<file path="src/rtl/io_bus_sequencer_pkg.sv">
// Shared types for the IO bus sequencer: FSM state encoding and the requester
// tag fields used to build the opaque tag at the instantiation site.
package io_bus_sequencer_pkg;

  typedef enum logic [1:0] {
    IDLE    = 2'd0,
    ISSUE   = 2'd1,
    WAIT    = 2'd2,
    RESPOND = 2'd3
  } io_seq_state_t;

  localparam int CORE_ID_WIDTH    = 4;
  localparam int THREAD_IDX_WIDTH = 4;

  typedef logic [CORE_ID_WIDTH-1:0]    core_id_t;
  typedef logic [THREAD_IDX_WIDTH-1:0] thread_idx_t;

  function automatic logic [CORE_ID_WIDTH+THREAD_IDX_WIDTH-1:0] make_tag(
    input core_id_t    core_id,
    input thread_idx_t thread_idx
  );
    return {core_id, thread_idx};
  endfunction

endpackage

</file>
<file path="src/rtl/io_bus_sequencer_timeout_counter.sv">
// Saturating cycle counter for the sequencer's timeout. A clear cycle counts
// as the first cycle; terminal_o flags the cycle that would be the LIMIT-th.
module io_timeout_counter
  import io_bus_sequencer_pkg::*;
#(
  parameter int LIMIT = 255
) (
  input  logic clk,
  input  logic reset,
  input  logic clear_i,
  input  logic enable_i,
  output logic terminal_o
);

  localparam int CW = $clog2(LIMIT + 1);
  localparam logic [CW:0] LIMIT_W = (CW + 1)'(LIMIT);
  localparam logic [CW:0] ONE_W   = (CW + 1)'(1'b1);

  logic [CW-1:0] count_q, count_d;
  logic [CW:0]   count_next_s;

  assign count_next_s = {1'b0, count_q} + ONE_W;

  // Next count: restart at one on clear, otherwise count up without wrapping.
  always_comb begin
    count_d    = count_q;
    terminal_o = 1'b0;
    if (clear_i) begin
      count_d    = CW'(1'b1);
      terminal_o = (LIMIT_W == ONE_W);
    end else if (enable_i) begin
      terminal_o = (count_next_s == LIMIT_W);
      if (count_next_s <= LIMIT_W) begin
        count_d = count_next_s[CW-1:0];
      end else begin
        count_d = count_q;
      end
    end else begin
      count_d = count_q;
    end
  end

  // Count register.
  always_ff @(posedge clk or posedge reset) begin
    if (reset) begin
      count_q <= '0;
    end else begin
      count_q <= count_d;
    end
  end

endmodule

</file>
<file path="src/rtl/io_bus_sequencer.sv">
// Sequences one IO transaction at a time onto the external bus, waiting for the
// peripheral's ack or timing out, and always returns exactly one tagged response.
module io_bus_sequencer
  import io_bus_sequencer_pkg::*;
#(
  parameter int TIMEOUT_CYCLES = 255,
  parameter int TAG_WIDTH      = 8
) (
  input  logic                 clk,
  input  logic                 reset,
  input  logic                 req_valid,
  output logic                 req_ready,
  input  logic                 req_is_store,
  input  logic [31:0]          req_address,
  input  logic [31:0]          req_write_data,
  input  logic [TAG_WIDTH-1:0] req_tag,
  output logic                 io_read_en,
  output logic                 io_write_en,
  output logic [31:0]          io_address,
  output logic [31:0]          io_write_data,
  input  logic [31:0]          io_read_data,
  input  logic                 io_ack,
  output logic                 rsp_valid,
  output logic [TAG_WIDTH-1:0] rsp_tag,
  output logic [31:0]          rsp_read_value,
  output logic                 rsp_error
);

  io_seq_state_t        state_q, state_d;
  logic                 is_store_q, is_store_d;
  logic [31:0]          addr_q, addr_d;
  logic [31:0]          wdata_q, wdata_d;
  logic [TAG_WIDTH-1:0] tag_q, tag_d;
  logic [31:0]          rdata_q, rdata_d;
  logic                 err_q, err_d;
  logic                 cnt_clear_s, cnt_en_s, cnt_terminal_s;

  io_timeout_counter #(
    .LIMIT(TIMEOUT_CYCLES)
  ) u_timeout (
    .clk       (clk),
    .reset     (reset),
    .clear_i   (cnt_clear_s),
    .enable_i  (cnt_en_s),
    .terminal_o(cnt_terminal_s)
  );

  // Next-state logic; ack outranks a timeout landing on the same cycle.
  always_comb begin
    state_d     = state_q;
    is_store_d  = is_store_q;
    addr_d      = addr_q;
    wdata_d     = wdata_q;
    tag_d       = tag_q;
    rdata_d     = rdata_q;
    err_d       = err_q;
    cnt_clear_s = 1'b0;
    cnt_en_s    = 1'b0;
    case (state_q)
      IDLE: begin
        if (req_valid) begin
          state_d    = ISSUE;
          is_store_d = req_is_store;
          addr_d     = req_address;
          wdata_d    = req_write_data;
          tag_d      = req_tag;
          rdata_d    = 32'd0;
          err_d      = 1'b0;
        end else begin
          state_d = IDLE;
        end
      end
      ISSUE, WAIT: begin
        cnt_clear_s = (state_q == ISSUE);
        cnt_en_s    = (state_q == WAIT);
        if (io_ack) begin
          state_d = RESPOND;
          rdata_d = is_store_q ? 32'd0 : io_read_data;
        end else if (cnt_terminal_s) begin
          state_d = RESPOND;
          err_d   = 1'b1;
        end else begin
          state_d = WAIT;
        end
      end
      RESPOND: begin
        state_d = IDLE;
      end
      default: begin
        state_d = IDLE;
      end
    endcase
  end

  // State and transaction registers.
  always_ff @(posedge clk or posedge reset) begin
    if (reset) begin
      state_q    <= IDLE;
      is_store_q <= 1'b0;
      addr_q     <= 32'd0;
      wdata_q    <= 32'd0;
      tag_q      <= '0;
      rdata_q    <= 32'd0;
      err_q      <= 1'b0;
    end else begin
      state_q    <= state_d;
      is_store_q <= is_store_d;
      addr_q     <= addr_d;
      wdata_q    <= wdata_d;
      tag_q      <= tag_d;
      rdata_q    <= rdata_d;
      err_q      <= err_d;
    end
  end

  assign req_ready      = (state_q == IDLE);
  assign io_read_en     = (state_q == ISSUE) && !is_store_q;
  assign io_write_en    = (state_q == ISSUE) && is_store_q;
  assign io_address     = addr_q;
  assign io_write_data  = wdata_q;
  assign rsp_valid      = (state_q == RESPOND);
  assign rsp_tag        = tag_q;
  assign rsp_read_value = rdata_q;
  assign rsp_error      = err_q;

endmodule

</file>
<file path="config.mk">
export PLATFORM = sky130hd
export DESIGN_NAME = io_bus_sequencer
export DESIGN_NICKNAME = d
export VERILOG_FILES = /design/src/rtl/io_bus_sequencer_pkg.sv /design/src/rtl/io_bus_sequencer_timeout_counter.sv /design/src/rtl/io_bus_sequencer.sv
export SDC_FILE = /design/constraint.sdc
export NUM_CORES = 1
export LEC_CHECK = 0
export ABC_AREA = 1
export CAP_MARGIN = 20
export CORE_UTILIZATION = 45
export CTS_CLUSTER_SIZE = 10
export DETAILED_ROUTE_END_ITERATION = 12
export PLACE_DENSITY = 0.86
export RECOVER_POWER = 100
export SLEW_MARGIN = 5
export SYNTH_ARGS = -nofsm -noshare
export SYNTH_HDL_FRONTEND = slang
export SYNTH_SLANG_ARGS = --single-unit
</file>
<file path="constraint.sdc">
create_clock -name clk -period 6.5 [get_ports clk]
set_clock_uncertainty 0.05 [all_clocks]
set_input_delay 0.975 -clock clk [delete_from_list [all_inputs] [get_ports clk]]
set_output_delay 0.975 -clock clk [all_outputs]
set_load 0.01 [all_outputs]
</file>
# Yosys cells after proc, flatten, opt, wreduce, memory -nomap -nowiden
# Index checks and enable logic that the tools add are counted.
totals:
  output_inout_bits: 109
  regBits: 116
  inputBits: 109
classes:
  mux: 19
  order_cmp: 1
  n_reduce_logical: 12
  n_eq_ne: 8
  n_addsub: 1
op_table:
  columns: ["cell", "count"]
  rows:
  - ["32-bit two-way mux", 3]
  - ["32-bit one-hot mux with 2 select lines", 1]
  - ["8-bit two-way mux", 3]
  - ["1-bit two-way mux", 10]
  - ["8-bit by 1-bit adder with 9-bit output, second input constant", 1]
  - ["9-bit by 8-bit equality test with 1-bit output, second input constant", 1]
  - ["9-bit by 8-bit <= comparator with 1-bit output, second input constant", 1]
  - ["2-bit inequality test, second input constant", 4]
  - ["2-bit one-hot mux with 3 select lines", 1]
  - ["2-bit nonzero test", 3]
  - ["2-bit equality test, second input constant", 2]
  - ["2-bit AND reduction", 2]
  - ["4-bit AND reduction", 1]
  - ["3-bit AND reduction", 1]
  - ["2-bit by 1-bit equality test with 1-bit output, second input constant", 1]
  - ["1-bit logical AND", 2]
  - ["2-bit logical NOT", 1]
  - ["1-bit one-hot mux with 2 select lines", 1]
  - ["2-bit OR reduction", 1]
  - ["1-bit logical NOT", 1]

# Longest topological paths before layout
# Gate-level depths: netlist of the first run.
depth:
  depth_word: 8
  ltp_mapped: 13
  depth_no_buf: 13

# Hierarchy
# Synthesis of the first run repeated with hierarchy kept, for this count alone.
unflattened:
  hier_cells: 640
  area_unflattened_um2: 5252.5
by_module_without_submodules:
  columns: ["mod", "area_per_inst_um2", "seq_area_each_um2", "instances", "cells_each"]
  rows:
  - ["io_bus_sequencer", 4636.9, 2702.6, 1, 555]
  - ["io_timeout_counter", 615.6, 200.2, 1, 85]

# Worst setup path before layout of the first run
# Ideal clock, no wire load.
synth_path:
  kind: "input-to-reg"
  startpoint: "input req_valid"
  endpoint: "register rdata_q[10] (netlist: rsp_read_value[10])"
  slack_ps: 4575
  arrival_ps: 1745
  cell_stages: 6
  cell_sequence: "nand2_1 > o21ai_1 > inv_2 > a21oi_4 > clkbuf_1 > o21ai_0"
synth_via:
  elab_chain_cells: 2
synth_lines:
  columns: ["element", "line", "source"]
  rows:
  - ["start: declaration", "io_bus_sequencer.sv:11", "input logic req_valid,"]
  - ["2-bit inequality test (no line)", null, null]
  - ["3-bit AND reduction (no line)", null, null]
  - ["end signal: assignment", "io_bus_sequencer.sv:111", "rdata_q <= rdata_d;"]
  - ["end: declaration", "io_bus_sequencer.sv:34", "logic [31:0] rdata_q, rdata_d;"]
# No other way between the ends.
# A chain may end at the register's enable or synchronous reset.

# Worst setup path after layout of the first run
layout_path:
  startpoint: "input req_valid"
  endpoint: "register addr_q[6] (netlist: io_address[6])"
layout_via:
  elab_chain_cells: 1
layout_lines:
  columns: ["element", "line", "source"]
  rows:
  - ["2-bit AND reduction (no line)", null, null]
  - ["end signal: assignment", "io_bus_sequencer.sv:108", "addr_q <= addr_d;"]
  - ["end: declaration", "io_bus_sequencer.sv:31", "logic [31:0] addr_q, addr_d;"]
# No other way between the ends.

==> impl_results.rst, run 1 <==
.. list-table::
   :header-rows: 1

   * - Metric
     - Value
   * - Vias after detailed routing
     - 4575
   * - Crit-path cells
     - dlygate4sd3_1, nand2_2, buf_4, inv_1, clkbuf_1, nand2_1, nand2_1
   * - Post-route setup TNS
     - 0 ns
   * - Post-CTS Hold Fix Bufs
     - 0
   * - Timing-limited maximum frequency
     - roughly 240 MHz
   * - Sequential-to-total area share from yosys stat
     - between 50% and 60%
   * - Avg WL per Cell
     - 14.4 um
   * - I/O Pins
     - approximately 220
   * - Number of DRC violations after detailed-routing iteration 0
     - 190
   * - Share of Yosys cell area claimed by the top area cell type
     - between 50% and 60%
   * - Outcome
     - complete, but fails checks
   * - Unrepaired setup endpoints after global routing
     - no
   * - Final antenna diode count
     - 0
   * - Die outline area
     - roughly 11000 sq um
   * - Height of the die
     - ~110 um
   * - Max capacitance violation total
     - 2
   * - Number of optimization iterations in the first detailed-route pass
     - 7
   * - Root cell of the clock tree
     - clkbuf_8
   * - Count of buffers added by post-CTS timing repair for setup
     - 0
   * - RePlAce Congestion
     - 0.858
   * - Commonest non-fill, non-tap cells in the layout
     - nand2_1, dfrtp_1, dlygate4sd3_1
   * - CTS tree
     - built
   * - Total detailed-routing wirelength
     - 13400 um
   * - Synth Warn #
     - 0
   * - WS Path Type
     - in2reg
   * - Synthesized instance count
     - roughly 570
   * - Failing checks
     - max-capacitance violations, max-slew violations
   * - Number of hold-slack violations in the final timing report
     - 0
   * - Filler cell count in the final layout
     - 745
   * - Clk Latency, worst-skew pair
     - 0.51 ns
   * - HPWL reported at the end of detailed placement
     - between 9000 and 10000 um
   * - Buffers on Ports
     - 217
   * - CTS sink count
     - 116
   * - Number of gates given a new drive strength after cts
     - 0
   * - Most frequent standard cell in the layout excluding fill and tap cells
     - nand2_1
   * - Average cell area after synthesis
     - 8.56 sq um
   * - Required time of the critical path
     - between 6 and 7 ns
   * - Standard cell core area
     - between 10000 and 15000 sq um
   * - Area delta synth->final
     - 58.9%
   * - Post-Synthesis Cell Area
     - just under 5000 sq um
   * - Share of post-route cells with drive strength above 1
     - about 5.9%
   * - Slew Viols, Final
     - between 100 and 150
   * - Antenna violations before repair
     - 0
   * - Flip-flop cell with the highest count after synthesis
     - dfrtp_1
   * - All-layer global routing usage
     - approximately a quarter
   * - Power density normalized to cell area
     - 468 nW/um^2
   * - Number of setup violations in the final report
     - 0
   * - Yosys cell types
     - 24
   * - Largest net degree at the start of global routing
     - 78
   * - Number of enable flip-flop cells after synthesis
     - 0
   * - Critical path endpoint category
     - flip-flop
   * - Grt ovf
     - 0
   * - Library cell contributing the largest single delay on the critical path
     - clkbuf_1
   * - Count of placed standard cells including taps
     - between 800 and 900
   * - Post-route fraction of the period consumed by the critical path
     - roughly 63%
   * - Standard-cell row count
     - 37
   * - Drt via density
     - roughly 5
   * - Class of the tightest hold or removal check
     - reg2reg
   * - Delay of the slowest cell on the worst path
     - roughly 1.7 ns
   * - Maximum root-to-sink buffer count
     - 2
   * - DRC violation count after routing
     - 0
   * - Max_slew headroom
     - -67.7%
   * - Count of H-tree levels built during CTS
     - 4
   * - Biggest area contributors in the synthesized netlist
     - dfrtp_1, nand2_1, nand3_1
   * - Arrival time of data at the critical path endpoint
     - 4.50 ns
   * - Leakage power
     - a little under 4 nW
   * - Max Fanout on Critical Path
     - 77
   * - Kind of launch point of the worst setup path
     - primary input
   * - Number of CTS-inserted buffers
     - 17
   * - Wire length of the first global-routing pass
     - between 20000 and 25000 um
   * - Initial core utilization
     - a little under half
   * - Synthesized netlist net count
     - between 600 and 700
   * - Number of nets in the final layout
     - 900
   * - Register clock-pin slew on the reported worst setup and hold paths
     - around 0.05 ns
   * - Share of synthesized registers carrying an async set or reset
     - 100%
   * - CP most frequent cell
     - nand2_1
   * - Non-filler instance count after layout
     - a little over 900
   * - Final min period
     - 4.11 ns
   * - IR Drop Worst-Case VDD
     - about 0.31 mV
   * - Library cell occupying the most area in the post-synthesis netlist
     - dfrtp_1
   * - Chip width
     - 106 um
   * - Antenna viol nets, final
     - 0
   * - Pin slew with the least headroom to its limit
     - 2.50 ns
   * - Number of storage elements in the synthesis netlist
     - 116
   * - Vias in the first global route
     - approximately 4500
-- metrics by stage --
stage | setup slack, ns | hold WS [ns] | total power, W | util, % | instance area, sq um
after CTS | 3.55 | 0.429 | 0.00377 | 74.4 | 7750
after detailed placement | 3.24 | 0.414 | 0.00280 | 68.6 | 7150
final | 2.39 | 0.422 | 0.00362 | 74.3 | 7740
after global routing | 1.90 | 0.445 | 0.00385 | 74.3 | 7740
after floorplan | 2.40 | 0.408 | 0.00198 | - | 4870
after global placement | 3.05 | 0.411 | 0.00271 | 68.4 | 7130
-- worst paths after layout --
kind | start | endpoint | slack (ns) | cells after the start
setup / recovery | req_valid | io_address[6] | 2.39 | 7
hold reg to reg | io_address[1] | io_address[1] | 0.42 | 2
max in group asynchronous | reset | io_address[21] | 2.60 | 3
hold / removal | io_address[1] | io_address[1] | 0.42 | 2
setup reg to reg | state_q[0] | io_address[6] | 2.66 | 8
min in group asynchronous | reset | io_address[19] | 1.55 | 2
-- cells in the mapped netlist (3+ instances only) --
cell        n
inv_1      49
nor2_1     14
clkbuf_1   21
nand3_1    50
o21ai_0    24
nand2_1   248
nor2_4      3
o21ai_1    10
nand2_2     6
inv_2       3
ha_1        7
dfrtp_1   116
buf_2       4
-- logic make-up (layout without fill, tap and decap cells) --
logic type	count (synthesis)	in the layout	synth area share, %
compound gates	39	39	4.37
flops	116	116	59.6
buf+inv	78	306	6.19
fa+ha+maj	7	7	1.80
simple gates	329	329	28.0
-- area by class of cell --
| class | count | area [sq um] | area share (%) |
|---|---|---|---|
| tap | 136 | 170 | 2.20 |
| clock buffer | 24 | 480 | 6.21 |
| sequential | 116 | 2900 | 37.5 |
| clock inverter | 8 | 123 | 1.58 |
| inverter | 52 | 196 | 2.54 |
| multi-input combinational | 375 | 1640 | 21.2 |
| timing repair buffer | 222 | 2220 | 28.7 |
-- flip-flops by register name (all words and copies together), names as in the netlist --
signal	cells
io_address	32
io_write_data	32
is_store_q	1
rsp_error	1
rsp_read_value	32
rsp_tag	8
state_q	2
u_timeout.count_q	8
-- power breakdown --
group	internal [W]	switching, W
Clock	0.000623	0.000317
Sequential	0.00102	0.000176
Combinational	0.000667	0.000814
-- worst max-delay path, delay by kind of cell --
kind,cells,cell delay (ns)
buf+inv,4,3.03
simple gates,3,0.37
-- metal layers --
metal	global-route usage, %	vias up	part of all wire [%]
li1	-	2186	-
met1	28.5	2175	40
met2	42.0	189	51
met3	7.54	25	7.4
met4	10.9	0	2.1
met5	0	-	0
(Power assumes the default switching activity.)
==> run 2, diff against run 1 <==
--- a/config.mk
+++ b/config.mk
@@ -7,10 +7,10 @@
 export LEC_CHECK = 0
 export ABC_AREA = 1
 export CAP_MARGIN = 20
-export CORE_UTILIZATION = 45
+export CORE_UTILIZATION = 42
 export CTS_CLUSTER_SIZE = 10
 export DETAILED_ROUTE_END_ITERATION = 12
-export PLACE_DENSITY = 0.86
+export PLACE_DENSITY = 0.81
 export RECOVER_POWER = 100
 export SLEW_MARGIN = 5
 export SYNTH_ARGS = -nofsm -noshare
==> constraint.sdc (replaced) <==
create_clock -name clk -period 4 [get_ports clk]
set_clock_uncertainty 0.05 [all_clocks]
set_input_delay 0.6 -clock clk [delete_from_list [all_inputs] [get_ports clk]]
set_output_delay 0.6 -clock clk [all_outputs]
set_load 0.01 [all_outputs]
==> run 2 against run 1 <==
The run still ends with max-capacitance violations, max-slew violations left. Clock power up 61%. Via count down 1.4%. Setup slack worse by 1.4 ns. Die area up 7.0%. Wire length about the same. Utilization down 4.4 points. Sequential share of layout area about the same. First-iteration DRC count up 60%. Non-clock buffer count up 2. Final area about the same.
==> impl_results.rst, run 2 (same netlist as run 1, synthesis figures left out) <==
.. list-table::
   :header-rows: 1

   * - Metric
     - Value
   * - Area delta synth->final
     - 58.9% (about the same)
   * - WS Path Type
     - reg2reg (was in2reg)
   * - Vias after detailed routing
     - 4511 (was 4575)
   * - Number of optimization iterations in the first detailed-route pass
     - 4 (was 7)
   * - RePlAce Congestion
     - 0.800 (was 0.858)
   * - Final min period
     - ~3.0 ns
   * - Total area of sequential cells
     - 2900 sq um (unchanged)
   * - Final antenna diode count
     - 0 (unchanged)
   * - Number of CTS-inserted buffers
     - 17 (unchanged)
   * - Unrepaired setup endpoints after global routing
     - no (unchanged)
   * - Avg WL per Cell
     - 14.3 um (was 14.4 um)
   * - Failing checks
     - max-capacitance violations, max-slew violations (unchanged)
   * - Total detailed-routing wirelength
     - 13400 um (about the same)
   * - Filler cell count in the final layout
     - 853 (was 745)
   * - Slew Viols, Final
     - 48 (was 119)
   * - Relative contribution of sequential cells to total power
     - 33.3% (was 33.1%)
   * - Worst Path Buf+Inv
     - 4 (unchanged)
   * - DRC violation count after routing
     - 0 (unchanged)
   * - Maximum root-to-sink buffer count
     - 2 (unchanged)
   * - Crit-path cells
     - inv_1, ha_1, inv_1, o21ai_0, clkinv_1, a21oi_4, clkbuf_2, nand3_1, o21ai_0 (was dlygate4sd3_1, nand2_2, buf_4, inv_1, clkbuf_1, nand2_1, nand2_1)
   * - Max capacitance violation total
     - 2 (unchanged)
   * - Number of hold-slack violations in the final timing report
     - 0 (unchanged)
   * - Number of nets in the final layout
     - 902 (was 900)
   * - All-layer global routing usage
     - 23.2% (was 24.6%)
   * - Chip width
     - 110 um (was 106 um)
   * - Grt ovf
     - 0 (unchanged)
   * - Number of gates given a new drive strength after cts
     - 0 (unchanged)
   * - Max_slew headroom
     - -40.5% (was -67.7%)
   * - Register clock-pin slew on the reported worst setup and hold paths
     - 0.05 ns (about the same)
   * - Root cell of the clock tree
     - clkbuf_16 (was clkbuf_8)
   * - Post-route setup TNS
     - 0 ns (unchanged)
   * - Clock group share of total power
     - 25.9% (was 26.0%)
   * - Class of the tightest hold or removal check
     - reg2reg (unchanged)
   * - Final critical-path setup slack
     - 0.985 ns (was 2.39 ns)
   * - Leakage power
     - 3.88 nW (was 3.87 nW)
   * - Switching part of the total power
     - 36.5% (was 36.1%)
   * - GRT Max-Usage Layer
     - met2 (unchanged)
   * - Max Fanout on Critical Path
     - 64 (was 77)
   * - Drt via density
     - 4.80 (was 4.90)
   * - Kind of launch point of the worst setup path
     - flip-flop (was primary input)
   * - Standard cell core area
     - 11100 sq um (was 10400 sq um)
   * - Gate family responsible for the most delay along the worst path
     - buffers and inverters (unchanged)
   * - Portion of total power attributed to combinational logic
     - 40.8% (was 40.9%)
   * - Buffers on Ports
     - 217 (unchanged)
   * - Power density normalized to cell area
     - 754 nW/um^2 (was 468 nW/um^2)
   * - Pin slew with the least headroom to its limit
     - 2.10 ns (was 2.50 ns)
   * - I/O Pins
     - 218 (unchanged)
   * - Number of setup violations in the final report
     - 0 (unchanged)
   * - Internal Power
     - 0.00370 W (was 0.00231 W)
   * - Multi-input gate area
     - 1650 sq um (was 1640 sq um)
   * - Vias in the first global route
     - 4558 (was 4548)
   * - CTS tree
     - built (unchanged)
   * - Commonest non-fill, non-tap cells in the layout
     - nand2_1, dfrtp_1, dlygate4sd3_1 (unchanged)
   * - Standard-cell row count
     - 38 (was 37)
   * - Library cell contributing the largest single delay on the critical path
     - clkbuf_2 (was clkbuf_1)
   * - Largest net degree at the start of global routing
     - 74 (was 78)
   * - Count of buffers added by post-CTS timing repair for setup
     - 0 (unchanged)
   * - Number of DRC violations after detailed-routing iteration 0
     - 304 (was 190)
   * - Arrival time of data at the critical path endpoint
     - 3.26 ns (was 4.50 ns)
   * - Share of post-route cells with drive strength above 1
     - 6.01% (was 5.90%)
   * - Final cell area excluding filler cells
     - 7730 sq um (was 7740 sq um)
   * - Antenna viol nets, final
     - 0 (unchanged)
   * - CTS sink count
     - 116 (unchanged)
   * - Delay of the slowest cell on the worst path
     - 0.76 ns (was 1.66 ns)
   * - Initial core utilization
     - 43.9% (was 46.7%)
   * - Most frequent standard cell in the layout excluding fill and tap cells
     - nand2_1 (unchanged)
   * - Height of the die
     - 110 um (was 106 um)
   * - Die outline area
     - 12000 sq um (was 11200 sq um)
   * - Count of H-tree levels built during CTS
     - 4 (unchanged)
   * - Post-CTS Hold Fix Bufs
     - 0 (unchanged)
   * - Required time of the critical path
     - 4.25 ns (was 6.89 ns)
   * - Final core occ
     - 69.8% (was 74.3%)
   * - Clk Latency, worst-skew pair
     - 0.40 ns (was 0.51 ns)
   * - Pre-CTS setup slack
     - 1.52 ns (was 3.24 ns)
   * - Met2 track utilization from global routing
     - 38.9% (was 42.0%)
   * - Area after DPL
     - 7160 sq um (was 7150 sq um)
   * - HPWL reported at the end of detailed placement
     - 9360 um (was 9370 um)
   * - IR Drop Worst-Case VDD
     - 0.360 mV (was 0.312 mV)
   * - Post-route fraction of the period consumed by the critical path
     - 75.4%
   * - Wire length of the first global-routing pass
     - 21200 um (was 21400 um)
   * - Outcome
     - complete, but fails checks (unchanged)
   * - Met1 Usage GRT
     - 28.0% (was 28.5%)
   * - Switching power summed over all nets
     - 0.00213 W (was 0.00131 W)
   * - Timing-limited maximum frequency
     - 332 MHz
   * - Critical path endpoint category
     - flip-flop (unchanged)
   * - Met3 Track Usage GR
     - 6.11% (was 7.54%)
   * - Antenna violations before repair
     - 0 (unchanged)
-- run 2: cell types whose count changed in the layout (fill, tap and decap cells not counted), sizes merged --
cell and change:
clkinv +4, clkdlybuf4s50 +1, dlygate4sd3 -1, clkinvlp -2
-- run 2: area by class of cell --
| class | instances | share of cell area [%] |
|---|---|---|
| clock buffers | 22 | 5.87 |
| repair buffers | 224 | 28.8 |
| flip-flops and latches | 116 | 37.5 |
| multi-input cells | 375 | 21.3 |
| inverters | 52 | 2.54 |
| clock inverters | 10 | 1.70 |
| well taps | 140 | 2.26 |
-- run 2: layer usage --
layer	up-vias	routed length, um
met3	28	909
met4	0	318
met5	-	0
met1	2116	5510
met2	176	6670
li1	2191	-
-- run 2: worst reg2reg max path, stage by stage (launching register included) --
cell and delay [ns]:
dfrtp_1 0.41, inv_1 0.08, ha_1 0.59, inv_1 0.13, o21ai_0 0.21, clkinv_1 0.19
a21oi_4 0.15, clkbuf_2 0.76, nand3_1 0.19, o21ai_0 0.14
-- run 2: power groups by stage --
stage	registers [W]	logic (W)	clock network, W
after global placement	0.00195	0.00249	0
after CTS	0.00196	0.00260	0.00153
after global routing	0.00200	0.00265	0.00158
after floorplan	0.00213	0.00109	0
final	0.00194	0.00238	0.00151
after detailed placement	0.00196	0.00257	0
-- run 2: worst paths after layout --
check                      cells after the start                 end           start  slack (ns)
min in group asynchronous                      2  rsp_read_value[21]           reset        1.15
hold reg to reg                                2      io_address[13]  io_address[13]        0.42
setup / recovery                               9   rsp_read_value[6]      state_q[0]        0.99
max in group asynchronous                      3          rsp_tag[3]           reset        1.12
setup reg to reg                               9   rsp_read_value[6]      state_q[0]        0.99
hold / removal                                 2      io_address[13]  io_address[13]        0.42
-- run 2: through the flow --
| stage | instances | power [W] | hold WS [ns] |
|---|---|---|---|
| 6_report | 939 | 0.00583 | 0.421 |
| 2_1_floorplan | 569 | 0.00322 | 0.408 |
| 4_1_cts | 938 | 0.00609 | 0.428 |
| 3_5_place_dp | 906 | 0.00453 | 0.416 |
| 5_1_grt | 939 | 0.00623 | 0.443 |
| 3_3_place_gp | 906 | 0.00444 | 0.411 |
